File: config.mk
export PLATFORM = sky130hd
export DESIGN_NAME = ysyx_axi_master_arbiter
export DESIGN_NICKNAME = d
export VERILOG_FILES = /design/src/rtl/ysyx_axi_arb_pkg.sv /design/src/rtl/ysyx_rr_arb2.sv /design/src/rtl/ysyx_axi_master_arbiter.sv
export SDC_FILE = /design/constraint.sdc
export NUM_CORES = 1
export LEC_CHECK = 0
export ABC_AREA = 1
export CAP_MARGIN = 15
export CORE_AREA = 2 2 298 300
export CTS_CLUSTER_SIZE = 40
export DETAILED_ROUTE_END_ITERATION = 10
export DIE_AREA = 0 0 300 302
export HOLD_SLACK_MARGIN = 0.12
export PLACE_DENSITY = 0.38
export SLEW_MARGIN = 30
export SYNTH_ARGS = -nofsm -noshare
export SYNTH_HDL_FRONTEND = slang
export SYNTH_SLANG_ARGS = --single-unit
export TNS_END_PERCENT = 20
File: constraint.sdc
create_clock -name clock -period 2.25 [get_ports clock]
set_input_delay 0.5625 -clock clock [delete_from_list [all_inputs] [get_ports clock]]
set_output_delay 0.5625 -clock clock [all_outputs]
set_load 0.01 [all_outputs]
File: src/rtl/ysyx_axi_arb_pkg.sv
// Shared types for the two-master AXI4 arbiter: FSM state encodings,
// channel payload structs and AXI response codes.
package ysyx_axi_arb_pkg;

  localparam int AXI_ADDR_W = 32;
  localparam int AXI_DATA_W = 64;
  localparam int AXI_ID_W   = 4;

  localparam logic [1:0] RESP_OKAY   = 2'b00;
  localparam logic [1:0] RESP_EXOKAY = 2'b01;
  localparam logic [1:0] RESP_SLVERR = 2'b10;
  localparam logic [1:0] RESP_DECERR = 2'b11;

  typedef logic [1:0] rd_state_t;
  localparam rd_state_t R_IDLE = 2'd0;
  localparam rd_state_t R_ADDR = 2'd1;
  localparam rd_state_t R_DATA = 2'd2;

  typedef logic [1:0] wr_state_t;
  localparam wr_state_t W_IDLE = 2'd0;
  localparam wr_state_t W_XFER = 2'd1;
  localparam wr_state_t W_RESP = 2'd2;

  typedef struct packed {
    logic [AXI_ADDR_W-1:0] addr;
    logic [AXI_ID_W-1:0]   id;
    logic [7:0]            len;
    logic [2:0]            size;
    logic [1:0]            burst;
  } ax_chan_t;

  typedef struct packed {
    logic [AXI_DATA_W-1:0]   data;
    logic [AXI_DATA_W/8-1:0] strb;
    logic                    last;
  } w_chan_t;

  typedef struct packed {
    logic [AXI_DATA_W-1:0] data;
    logic [1:0]            resp;
    logic                  last;
    logic [AXI_ID_W-1:0]   id;
  } r_chan_t;

  typedef struct packed {
    logic [1:0]          resp;
    logic [AXI_ID_W-1:0] id;
  } b_chan_t;

endpackage

File: src/rtl/ysyx_rr_arb2.sv
// Two-way round-robin grant; the pointer moves past the finishing owner on adv.
module ysyx_rr_arb2 (
  input  logic       clock,
  input  logic       reset,
  input  logic [1:0] req,
  input  logic       adv,
  input  logic       owner,
  output logic       gnt
);

  logic ptr;

  // Lone requester wins outright; the pointer only breaks ties.
  always_comb begin
    gnt = (req == 2'b11) ? ptr : req[1];
  end

  always_ff @(posedge clock) begin
    if (reset) begin
      ptr <= 1'b0;
    end else if (adv) begin
      ptr <= ~owner;
    end
  end

endmodule

File: src/rtl/ysyx_axi_master_arbiter.sv
// Shares io_master between two upstream AXI4 masters; read and write paths
// are arbitrated independently with one outstanding transaction each.
module ysyx_axi_master_arbiter
  import ysyx_axi_arb_pkg::*;
#(
  parameter int ADDR_W = AXI_ADDR_W,
  parameter int DATA_W = AXI_DATA_W,
  parameter int ID_W   = AXI_ID_W
) (
  input  logic                clock,
  input  logic                reset,
  // upstream 0
  input  logic                s0_arvalid,
  output logic                s0_arready,
  input  logic [ADDR_W-1:0]   s0_araddr,
  input  logic [ID_W-1:0]     s0_arid,
  input  logic [7:0]          s0_arlen,
  input  logic [2:0]          s0_arsize,
  input  logic [1:0]          s0_arburst,
  output logic                s0_rvalid,
  input  logic                s0_rready,
  output logic [DATA_W-1:0]   s0_rdata,
  output logic [1:0]          s0_rresp,
  output logic                s0_rlast,
  output logic [ID_W-1:0]     s0_rid,
  input  logic                s0_awvalid,
  output logic                s0_awready,
  input  logic [ADDR_W-1:0]   s0_awaddr,
  input  logic [ID_W-1:0]     s0_awid,
  input  logic [7:0]          s0_awlen,
  input  logic [2:0]          s0_awsize,
  input  logic [1:0]          s0_awburst,
  input  logic                s0_wvalid,
  output logic                s0_wready,
  input  logic [DATA_W-1:0]   s0_wdata,
  input  logic [DATA_W/8-1:0] s0_wstrb,
  input  logic                s0_wlast,
  output logic                s0_bvalid,
  input  logic                s0_bready,
  output logic [1:0]          s0_bresp,
  output logic [ID_W-1:0]     s0_bid,
  // upstream 1
  input  logic                s1_arvalid,
  output logic                s1_arready,
  input  logic [ADDR_W-1:0]   s1_araddr,
  input  logic [ID_W-1:0]     s1_arid,
  input  logic [7:0]          s1_arlen,
  input  logic [2:0]          s1_arsize,
  input  logic [1:0]          s1_arburst,
  output logic                s1_rvalid,
  input  logic                s1_rready,
  output logic [DATA_W-1:0]   s1_rdata,
  output logic [1:0]          s1_rresp,
  output logic                s1_rlast,
  output logic [ID_W-1:0]     s1_rid,
  input  logic                s1_awvalid,
  output logic                s1_awready,
  input  logic [ADDR_W-1:0]   s1_awaddr,
  input  logic [ID_W-1:0]     s1_awid,
  input  logic [7:0]          s1_awlen,
  input  logic [2:0]          s1_awsize,
  input  logic [1:0]          s1_awburst,
  input  logic                s1_wvalid,
  output logic                s1_wready,
  input  logic [DATA_W-1:0]   s1_wdata,
  input  logic [DATA_W/8-1:0] s1_wstrb,
  input  logic                s1_wlast,
  output logic                s1_bvalid,
  input  logic                s1_bready,
  output logic [1:0]          s1_bresp,
  output logic [ID_W-1:0]     s1_bid,
  // downstream
  output logic                io_master_arvalid,
  input  logic                io_master_arready,
  output logic [ADDR_W-1:0]   io_master_araddr,
  output logic [ID_W-1:0]     io_master_arid,
  output logic [7:0]          io_master_arlen,
  output logic [2:0]          io_master_arsize,
  output logic [1:0]          io_master_arburst,
  input  logic                io_master_rvalid,
  output logic                io_master_rready,
  input  logic [DATA_W-1:0]   io_master_rdata,
  input  logic [1:0]          io_master_rresp,
  input  logic                io_master_rlast,
  input  logic [ID_W-1:0]     io_master_rid,
  output logic                io_master_awvalid,
  input  logic                io_master_awready,
  output logic [ADDR_W-1:0]   io_master_awaddr,
  output logic [ID_W-1:0]     io_master_awid,
  output logic [7:0]          io_master_awlen,
  output logic [2:0]          io_master_awsize,
  output logic [1:0]          io_master_awburst,
  output logic                io_master_wvalid,
  input  logic                io_master_wready,
  output logic [DATA_W-1:0]   io_master_wdata,
  output logic [DATA_W/8-1:0] io_master_wstrb,
  output logic                io_master_wlast,
  input  logic                io_master_bvalid,
  output logic                io_master_bready,
  input  logic [1:0]          io_master_bresp,
  input  logic [ID_W-1:0]     io_master_bid
);

  // ---------------- read path ----------------
  rd_state_t rd_state;
  logic      rgnt;
  logic      rd_arb_gnt;
  logic      rd_in_addr;
  logic      rd_in_data;
  logic      ar_hs;
  logic      r_last_hs;
  logic      rd_adv;
  logic [1:0] s_arvalid;
  logic [1:0] s_rready;
  ax_chan_t  s_ar [2];
  ax_chan_t  ar_sel;
  r_chan_t   r_bus;

  assign s_arvalid = {s1_arvalid, s0_arvalid};
  assign s_rready  = {s1_rready, s0_rready};
  assign s_ar[0]   = {s0_araddr, s0_arid, s0_arlen, s0_arsize, s0_arburst};
  assign s_ar[1]   = {s1_araddr, s1_arid, s1_arlen, s1_arsize, s1_arburst};
  assign ar_sel    = s_ar[rgnt];
  assign r_bus     = {io_master_rdata, io_master_rresp, io_master_rlast, io_master_rid};

  assign rd_in_addr = (rd_state == R_ADDR);
  assign rd_in_data = (rd_state == R_DATA);
  assign ar_hs      = io_master_arvalid & io_master_arready;
  assign r_last_hs  = io_master_rvalid & io_master_rready & io_master_rlast;
  assign rd_adv     = rd_in_data & r_last_hs;

  ysyx_rr_arb2 u_rd_arb (
    .clock (clock),
    .reset (reset),
    .req   (s_arvalid),
    .adv   (rd_adv),
    .owner (rgnt),
    .gnt   (rd_arb_gnt)
  );

  always_ff @(posedge clock) begin
    if (reset) begin
      rd_state <= R_IDLE;
      rgnt     <= 1'b0;
    end else begin
      case (rd_state)
        R_IDLE: if (|s_arvalid) begin
          rgnt     <= rd_arb_gnt;
          rd_state <= R_ADDR;
        end
        R_ADDR: if (ar_hs) rd_state <= R_DATA;
        R_DATA: if (r_last_hs) rd_state <= R_IDLE;
        default: rd_state <= R_IDLE;
      endcase
    end
  end

  // Forwarding is purely combinational once granted; IDLE never forwards.
  assign io_master_arvalid = rd_in_addr & s_arvalid[rgnt];
  assign io_master_araddr  = ar_sel.addr;
  assign io_master_arid    = ar_sel.id;
  assign io_master_arlen   = ar_sel.len;
  assign io_master_arsize  = ar_sel.size;
  assign io_master_arburst = ar_sel.burst;
  assign s0_arready        = rd_in_addr & ~rgnt & io_master_arready;
  assign s1_arready        = rd_in_addr &  rgnt & io_master_arready;

  assign io_master_rready  = rd_in_data & s_rready[rgnt];
  assign s0_rvalid         = rd_in_data & ~rgnt & io_master_rvalid;
  assign s1_rvalid         = rd_in_data &  rgnt & io_master_rvalid;
  assign s0_rdata          = r_bus.data;
  assign s1_rdata          = r_bus.data;
  assign s0_rresp          = r_bus.resp;
  assign s1_rresp          = r_bus.resp;
  assign s0_rlast          = r_bus.last;
  assign s1_rlast          = r_bus.last;
  assign s0_rid            = r_bus.id;
  assign s1_rid            = r_bus.id;

  // ---------------- write path ----------------
  wr_state_t wr_state;
  logic      wgnt;
  logic      wr_arb_gnt;
  logic      aw_done;
  logic      w_done;
  logic      wr_in_xfer;
  logic      wr_in_resp;
  logic      aw_hs;
  logic      w_last_hs;
  logic      b_hs;
  logic      wr_adv;
  logic [1:0] s_awvalid;
  logic [1:0] s_wvalid;
  logic [1:0] s_bready;
  ax_chan_t  s_aw [2];
  ax_chan_t  aw_sel;
  w_chan_t   s_w [2];
  w_chan_t   w_sel;
  b_chan_t   b_bus;

  assign s_awvalid = {s1_awvalid, s0_awvalid};
  assign s_wvalid  = {s1_wvalid, s0_wvalid};
  assign s_bready  = {s1_bready, s0_bready};
  assign s_aw[0]   = {s0_awaddr, s0_awid, s0_awlen, s0_awsize, s0_awburst};
  assign s_aw[1]   = {s1_awaddr, s1_awid, s1_awlen, s1_awsize, s1_awburst};
  assign s_w[0]    = {s0_wdata, s0_wstrb, s0_wlast};
  assign s_w[1]    = {s1_wdata, s1_wstrb, s1_wlast};
  assign aw_sel    = s_aw[wgnt];
  assign w_sel     = s_w[wgnt];
  assign b_bus     = {io_master_bresp, io_master_bid};

  assign wr_in_xfer = (wr_state == W_XFER);
  assign wr_in_resp = (wr_state == W_RESP);
  assign aw_hs      = io_master_awvalid & io_master_awready;
  assign w_last_hs  = io_master_wvalid & io_master_wready & io_master_wlast;
  assign b_hs       = io_master_bvalid & io_master_bready;
  assign wr_adv     = wr_in_resp & b_hs;

  ysyx_rr_arb2 u_wr_arb (
    .clock (clock),
    .reset (reset),
    .req   (s_awvalid),
    .adv   (wr_adv),
    .owner (wgnt),
    .gnt   (wr_arb_gnt)
  );

  // AW and W run concurrently; each channel closes independently via its flag.
  always_ff @(posedge clock) begin
    if (reset) begin
      wr_state <= W_IDLE;
      wgnt     <= 1'b0;
      aw_done  <= 1'b0;
      w_done   <= 1'b0;
    end else begin
      case (wr_state)
        W_IDLE: if (|s_awvalid) begin
          wgnt     <= wr_arb_gnt;
          aw_done  <= 1'b0;
          w_done   <= 1'b0;
          wr_state <= W_XFER;
        end
        W_XFER: begin
          aw_done <= aw_done | aw_hs;
          w_done  <= w_done | w_last_hs;
          if ((aw_done | aw_hs) && (w_done | w_last_hs)) wr_state <= W_RESP;
        end
        W_RESP: if (b_hs) begin
          aw_done  <= 1'b0;
          w_done   <= 1'b0;
          wr_state <= W_IDLE;
        end
        default: wr_state <= W_IDLE;
      endcase
    end
  end

  assign io_master_awvalid = wr_in_xfer & ~aw_done & s_awvalid[wgnt];
  assign io_master_awaddr  = aw_sel.addr;
  assign io_master_awid    = aw_sel.id;
  assign io_master_awlen   = aw_sel.len;
  assign io_master_awsize  = aw_sel.size;
  assign io_master_awburst = aw_sel.burst;
  assign s0_awready        = wr_in_xfer & ~aw_done & ~wgnt & io_master_awready;
  assign s1_awready        = wr_in_xfer & ~aw_done &  wgnt & io_master_awready;

  assign io_master_wvalid  = wr_in_xfer & ~w_done & s_wvalid[wgnt];
  assign io_master_wdata   = w_sel.data;
  assign io_master_wstrb   = w_sel.strb;
  assign io_master_wlast   = w_sel.last;
  assign s0_wready         = wr_in_xfer & ~w_done & ~wgnt & io_master_wready;
  assign s1_wready         = wr_in_xfer & ~w_done &  wgnt & io_master_wready;

  assign io_master_bready  = wr_in_resp & s_bready[wgnt];
  assign s0_bvalid         = wr_in_resp & ~wgnt & io_master_bvalid;
  assign s1_bvalid         = wr_in_resp &  wgnt & io_master_bvalid;
  assign s0_bresp          = b_bus.resp;
  assign s1_bresp          = b_bus.resp;
  assign s0_bid            = b_bus.id;
  assign s1_bid            = b_bus.id;

endmodule
Yosys cells after proc, flatten, opt, wreduce, memory -nomap -nowiden
Cells that the tools add are included.
{"block": "classes", "add_sub_neg": 0, "mul": 0, "div": 0, "magnitude_cmp": 4, "eq_ne": 12, "shifts": 0, "muxes": 33, "bitwise": 44, "n_reduce_logical": 11}
{"operator": "49-bit 2-to-1 mux", "n": 6}
{"operator": "73-bit 2-to-1 mux", "n": 3}
{"operator": "1-bit AND", "n": 36}
{"operator": "1-bit 2-to-1 mux", "n": 14}
{"operator": "2-bit 2-to-1 mux", "n": 6}
{"operator": "2-bit one-hot mux with 3 select lines", "n": 2}
{"operator": "3-bit AND reduction", "n": 3}
{"operator": "2-bit == test, second input constant", "n": 4}
{"operator": "2-bit by 1-bit inequality test with 1-bit output, second input constant", "n": 4}
{"operator": "1-bit one-hot mux with 3 select lines", "n": 2}
{"operator": "2-bit by 1-bit == test with 1-bit output, second input constant", "n": 2}
{"operator": "2-bit >= comparator, second input constant", "n": 2}
{"operator": "2-bit logical NOT", "n": 2}
{"operator": "1-bit by 2-bit less-than comparator with 1-bit output, second input constant", "n": 2}
{"operator": "2-bit inequality test, second input constant", "n": 2}
{"operator": "1-bit NOT", "n": 4}
{"operator": "1-bit NOT with 2-bit output", "n": 2}
{"operator": "2-bit AND reduction", "n": 2}
{"operator": "2-bit OR reduction", "n": 2}
{"operator": "3-bit nonzero test", "n": 1}
{"operator": "1-bit OR", "n": 2}
{"operator": "1-bit logical AND", "n": 1}
{"block": "word_totals", "register_bits": 10, "latchBits": 0, "ram_bits": 0, "romBits": 0, "wordCells": 112, "n_memories": 0}

Longest topological paths before layout
Gate-level depths: netlist (run 1).
{"block": "depth", "ltp_word": 9, "depth_mapped": 9}

By module
A second synthesis (run 1) with hierarchy kept.
{"block": "hier_totals", "cells_unflattened": 822, "hier_area_um2": 3991.3}
{"module": "ysyx_axi_master_arbiter", "instances": 1, "cells_per_inst": 806, "area_each_um2": 3891.2, "seq_area_each_um2": 160.2}
{"module": "ysyx_rr_arb2", "instances": 2, "cells_per_inst": 8, "area_each_um2": 50.0, "seq_area_each_um2": 20.0}

Worst setup path after synthesis (run 1)
No wires, ideal clock.
{"block": "synth_path", "kind": "register to output", "startpoint": "register rgnt", "endpoint": "output s1_arready", "t_arrival_ns": 1.051, "path_slack_ns": 0.636, "path_stages_with_launch": 5, "path_buffers": 2, "cell_sequence": "dfxtp_1 buf_2 inv_2 clkbuf_1 nor3_1"}
{"block": "synth_between", "elab_chain_len": 2}
{"item": "start: declaration", "line": "ysyx_axi_master_arbiter.sv:106", "rtl": "logic rgnt;"}
{"item": "start signal: assignment", "line": "ysyx_axi_master_arbiter.sv:148", "rtl": "rgnt <= rd_arb_gnt;"}
{"item": "1-bit AND (2 in series)", "line": "ysyx_axi_master_arbiter.sv:166", "rtl": "assign s1_arready = rd_in_addr & rgnt & io_master_arready;"}
{"item": "end: declaration", "line": "ysyx_axi_master_arbiter.sv:44", "rtl": "output logic s1_arready,"}
No other way between the ends.

Worst setup path in the final report (run 1)
{"block": "layout_path", "startpoint": "input s1_awvalid", "endpoint": "output io_master_awvalid"}
{"block": "layout_between", "elab_chain_len": 3}
{"item": "start: declaration", "line": "ysyx_axi_master_arbiter.sv:56", "rtl": "input logic s1_awvalid,"}
{"item": "1-bit 2-to-1 mux (implied by the code) (2 in series)", "line": "ysyx_axi_master_arbiter.sv:258", "rtl": "assign io_master_awvalid = wr_in_xfer & ~aw_done & s_awvalid[wgnt];"}
{"item": "1-bit AND", "line": "ysyx_axi_master_arbiter.sv:258"}
{"item": "end: declaration", "line": "ysyx_axi_master_arbiter.sv:86", "rtl": "output logic io_master_awvalid,"}
No other way between the ends. The select of a mux whose other input is x is not followed.

==> results of run 1 <==
critical path, cell delays in order:
cell                              delay [ns]
sky130_fd_sc_hd__clkdlybuf4s50_1        0.51
sky130_fd_sc_hd__nand2_1                0.06
sky130_fd_sc_hd__nand2_1                0.07
sky130_fd_sc_hd__and2_1                 0.12
sky130_fd_sc_hd__dlygate4sd2_1          0.27
where the power goes:
part	internal, W	switching (W)	total, W	leakage (nW)
sequential	0.000185	0.00000847	0.000193	0.0828
combinational	0.00108	0.000761	0.00184	4.87
clock	0.000269	0.000102	0.000371	0.0442
synth_stat cells, drive strengths merged:
cell type / number / area [um^2]
nand3: 6 / 35.03
inv: 25 / 93.84
or2: 2 / 12.51
a31oi: 1 / 6.260
clkbuf: 23 / 86.33
and2: 1 / 6.260
o21ai: 3 / 15.01
nand2: 546 / 2052
a21oi: 12 / 67.57
dfxtp: 10 / 200.2
nor2: 12 / 45.04
nor3: 6 / 30.03
o211ai: 1 / 7.510
nand4: 1 / 6.260
buf: 171 / 1247
metrics by stage:
step                utilization, %  hold slack (ns)
finish                       11.87           0.4572
global route                 11.86           0.4793
CTS                          11.77           0.4632
detailed placement           11.51           0.4563
global placement             11.51           0.4448
floorplan                        -           0.4288
placed cells by master, fill, tap and decap left out, types with 3 or more instances in the layout:
master and n:
sky130_fd_sc_hd__clkbuf_16 3, sky130_fd_sc_hd__dfxtp_1 8, sky130_fd_sc_hd__nand2_2 8, sky130_fd_sc_hd__clkdlybuf4s50_1 357, sky130_fd_sc_hd__inv_1 22, sky130_fd_sc_hd__nor2_1 10
sky130_fd_sc_hd__buf_12 18, sky130_fd_sc_hd__nor3_1 5, sky130_fd_sc_hd__buf_4 49, sky130_fd_sc_hd__dlymetal6s2s_1 33, sky130_fd_sc_hd__clkdlybuf4s15_1 11, sky130_fd_sc_hd__nand3_1 5
sky130_fd_sc_hd__a21oi_1 10, sky130_fd_sc_hd__nand2_1 536, sky130_fd_sc_hd__dlygate4sd2_1 131, sky130_fd_sc_hd__clkbuf_2 5, sky130_fd_sc_hd__bufbuf_16 3
state kept, by name, indices dropped and copies added (netlist names):
signal        flops
aw_done           1
rd_state          2
rgnt              1
u_rd_arb.ptr      1
u_wr_arb.ptr      1
w_done            1
wgnt              1
wr_state          2
final cells by class:
| cell class | instances | area [um^2] | share of cell area, % |
|---|---|---|---|
| Timing Repair Buffer | 615 | 6205 | 59.73 |
| Inverter | 25 | 101.3 | 0.9756 |
| Sequential cell | 10 | 205.2 | 1.975 |
| Clock buffer | 4 | 88.84 | 0.8551 |
| Tap cell | 1165 | 1458 | 14.03 |
| Antenna cell | 2 | 5.005 | 0.04818 |
| Multi-Input combinational cell | 591 | 2326 | 22.39 |
layer usage:
layer | wire (um) | vias to the layer above | track usage [%]
li1 | - | 3132 | -
met1 | 15120 | 2522 | 8.898
met2 | 15640 | 445 | 11.44
met3 | 4363 | 85 | 3.275
met4 | 1430 | 6 | 2.917
met5 | 35 | - | 0
worst max-delay path by stage:
stage / start / end / slack (ns) / depth (start not counted)
3_5_place_dp: io_master_wready / s1_wready / -0.47 / 7
3_3_place_gp: io_master_wready / s1_wready / -0.48 / 7
4_1_cts: wgnt / io_master_wdata[21] / -0.16 / 6
6_report: s1_awvalid / io_master_awvalid / 0.09 / 5
2_1_floorplan: rgnt / s1_arready / 0.64 / 4
5_1_grt: wgnt / io_master_wlast / -0.04 / 8
cells by family after synthesis:
| kind of cell | after synthesis |
|---|---|
| AO/OA/AOI/OAI | 17 |
| buffers and inverters | 219 |
| flip-flops | 10 |
| AND/OR/NAND/NOR | 574 |
what timing repair did:
| item | CTS | global route |
|---|---|---|
| endpoints found under the setup margin | 167 | 42 |
| endpoints found under the hold margin | 0 | 0 |
| buffers inserted | 11 | 0 |
| resized for setup | 189 | 57 |
| cloned | 5 | 0 |
| pin swaps | 3 | 0 |
| hold buffers | 0 | 0 |
==> run summary, run 1 <==
The post-route DRC violation count is 0. In the routed layout, each cell is associated on average with a via count of 2.566. The multiplexer share of the synthesized area is 0%. The starting density of the core came out at 4.467%. The number of max-slew violations in the final report came out at 0. The xor and xnor fraction of the mapped netlist area is 0%. The first global-routing pass estimated 46810 um of wire. The placer's final routability congestion estimate is 0.7154.

The placeable core region came out at 0.08756 mm^2. The final setup skew is 0.0003168 ns. The compound-gate portion of the synthesized area came out at 2.463%. TritonCTS built the clock tree.

The flow ran to the end, and the final reports show no timing, DRC or antenna violations. The relative slew slack came out at 77.32%. The residual antenna-violating net count after detailed routing is 0. The finished layout holds 2412 standard cells, fillers aside. For flop-to-flop paths, the worst setup slack is 0.41 ns.

After routing, the total negative slack on setup checks comes to 0 ns. In this run the worst hold path is classified as flip-flop to flip-flop. The net count of the finished layout is 1682. The maximum net fanout on the critical path is 2. The number of top-level design ports came out at 776.

The worst setup path is of the primary input to primary output kind. By area, the combinational part of the netlist is dominated by simple AND/OR/NAND/NOR gates. The number of warnings printed during yosys synthesis came out at 0. The worst setup timing slack at the placement stage came out at -0.4714 ns.

The ratio of total power to cell area is 231.2 mW/mm^2. Clock tree synthesis selected as its root buffer the cell sky130_fd_sc_hd__clkbuf_16. The synthesized netlist net count came out at 1256. The full die area is 0.09060 mm^2. The count of max-cap constraint violations came out at 0.

The register bit count reported by yosys is 10. The worst setup path is captured at a primary output. The number of global-route vias before repair came to 6166.

The unique cell type count in the Yosys netlist came out at 23. Setup repair after global routing could not meet its margin everywhere. The instance count after placement with tap cells included is 2390. The startpoint identified for the worst register-to-register timing path is wgnt. The final period utilization is 96.16%. The number of clock sinks is 10. The maximum number of pins on one net before global-route repair came out at 34.

The largest vdd supply drop is 0.0001377 V. The post-synthesis share of cell area spent on full adders, half adders and majority gates is 0%. The achievable frequency is 462.2 MHz.

The static power due to leakage came out at 4.998 nW. The final number of hold-violating endpoints is 0. The sequential fraction of the synthesis area is 5.118%.

For hold timing, the worst endpoint is w_done. The wire-length estimate of the detail-placed layout is 31620 um. The source of the worst hold timing path is w_done. The worst hold path cell count came out at 2.

The post-layout instance area is 0.01039 mm^2. The critical register-to-register path endpoint is aw_done. The count of input and output buffers came out at 547. The total number of H-tree levels is 1. After global routing the overflow that remains totals 0. The area share of and/or/nand/nor cells after synthesis is 55.92%.

Measured in cells, the most critical reg-to-reg path has a length of 12. The number of placement rows came out at 109. The filler cell count came out at 10280. For the worst setup path, the data arrival time is 1.60 ns. The detailed-route wire length is 36590 um. The global-route total usage across every layer is 7.377%. The mapped netlist covers 0.003911 mm^2.

The number of setup violations in the final report came out at 0. The total CTS buffers is 3. The worst path meets setup with 0.08634 ns of slack. The number of iterations in the first detailed-routing pass is 4. Dividing the detail-routed wire length by the instance count gives 15.17 um. The shortest period the worst path allows is 2.164 ns. The post-CTS clock slew at the launch and capture registers of the worst setup and hold paths came out at 0.05 ns. The ratio of cells with drive above 1 in the final layout came out at 8.835%. The die boundary width is 300 um. The latest clock arrival within the worst-skew pair is 0.24 ns.

The measured slew at the worst slew-check pin is 0.3366 ns. Summing all placed instances gives a cell area of 0.01007 mm^2. The critical path data required time came out at 1.69 ns. The buffer depth of the longest clock path is 2. After layout, the design draws a total of 0.002402 W. STA classifies the critical path startpoint as a primary input. The number of antenna violations at the first check in global routing came out at 12. The iteration-0 DRC count of the detailed router came out at 227.

The die extent in y is 302 um. The mean instance size in the synthesized netlist came out at 4.770 um^2. The area growth from synthesis to layout is 165.6%. Counting every instance in the synthesized netlist gives 820.

The via count came out at 6190.
No activity file was read; power rests on OpenSTA's default activity.
==> run 2, diff against run 1 <==
HOLD_SLACK_MARGIN = default   (was 0.12)
==> results of run 2 <==
No change in the layout: final DEF, timing and power equal those of run 1.
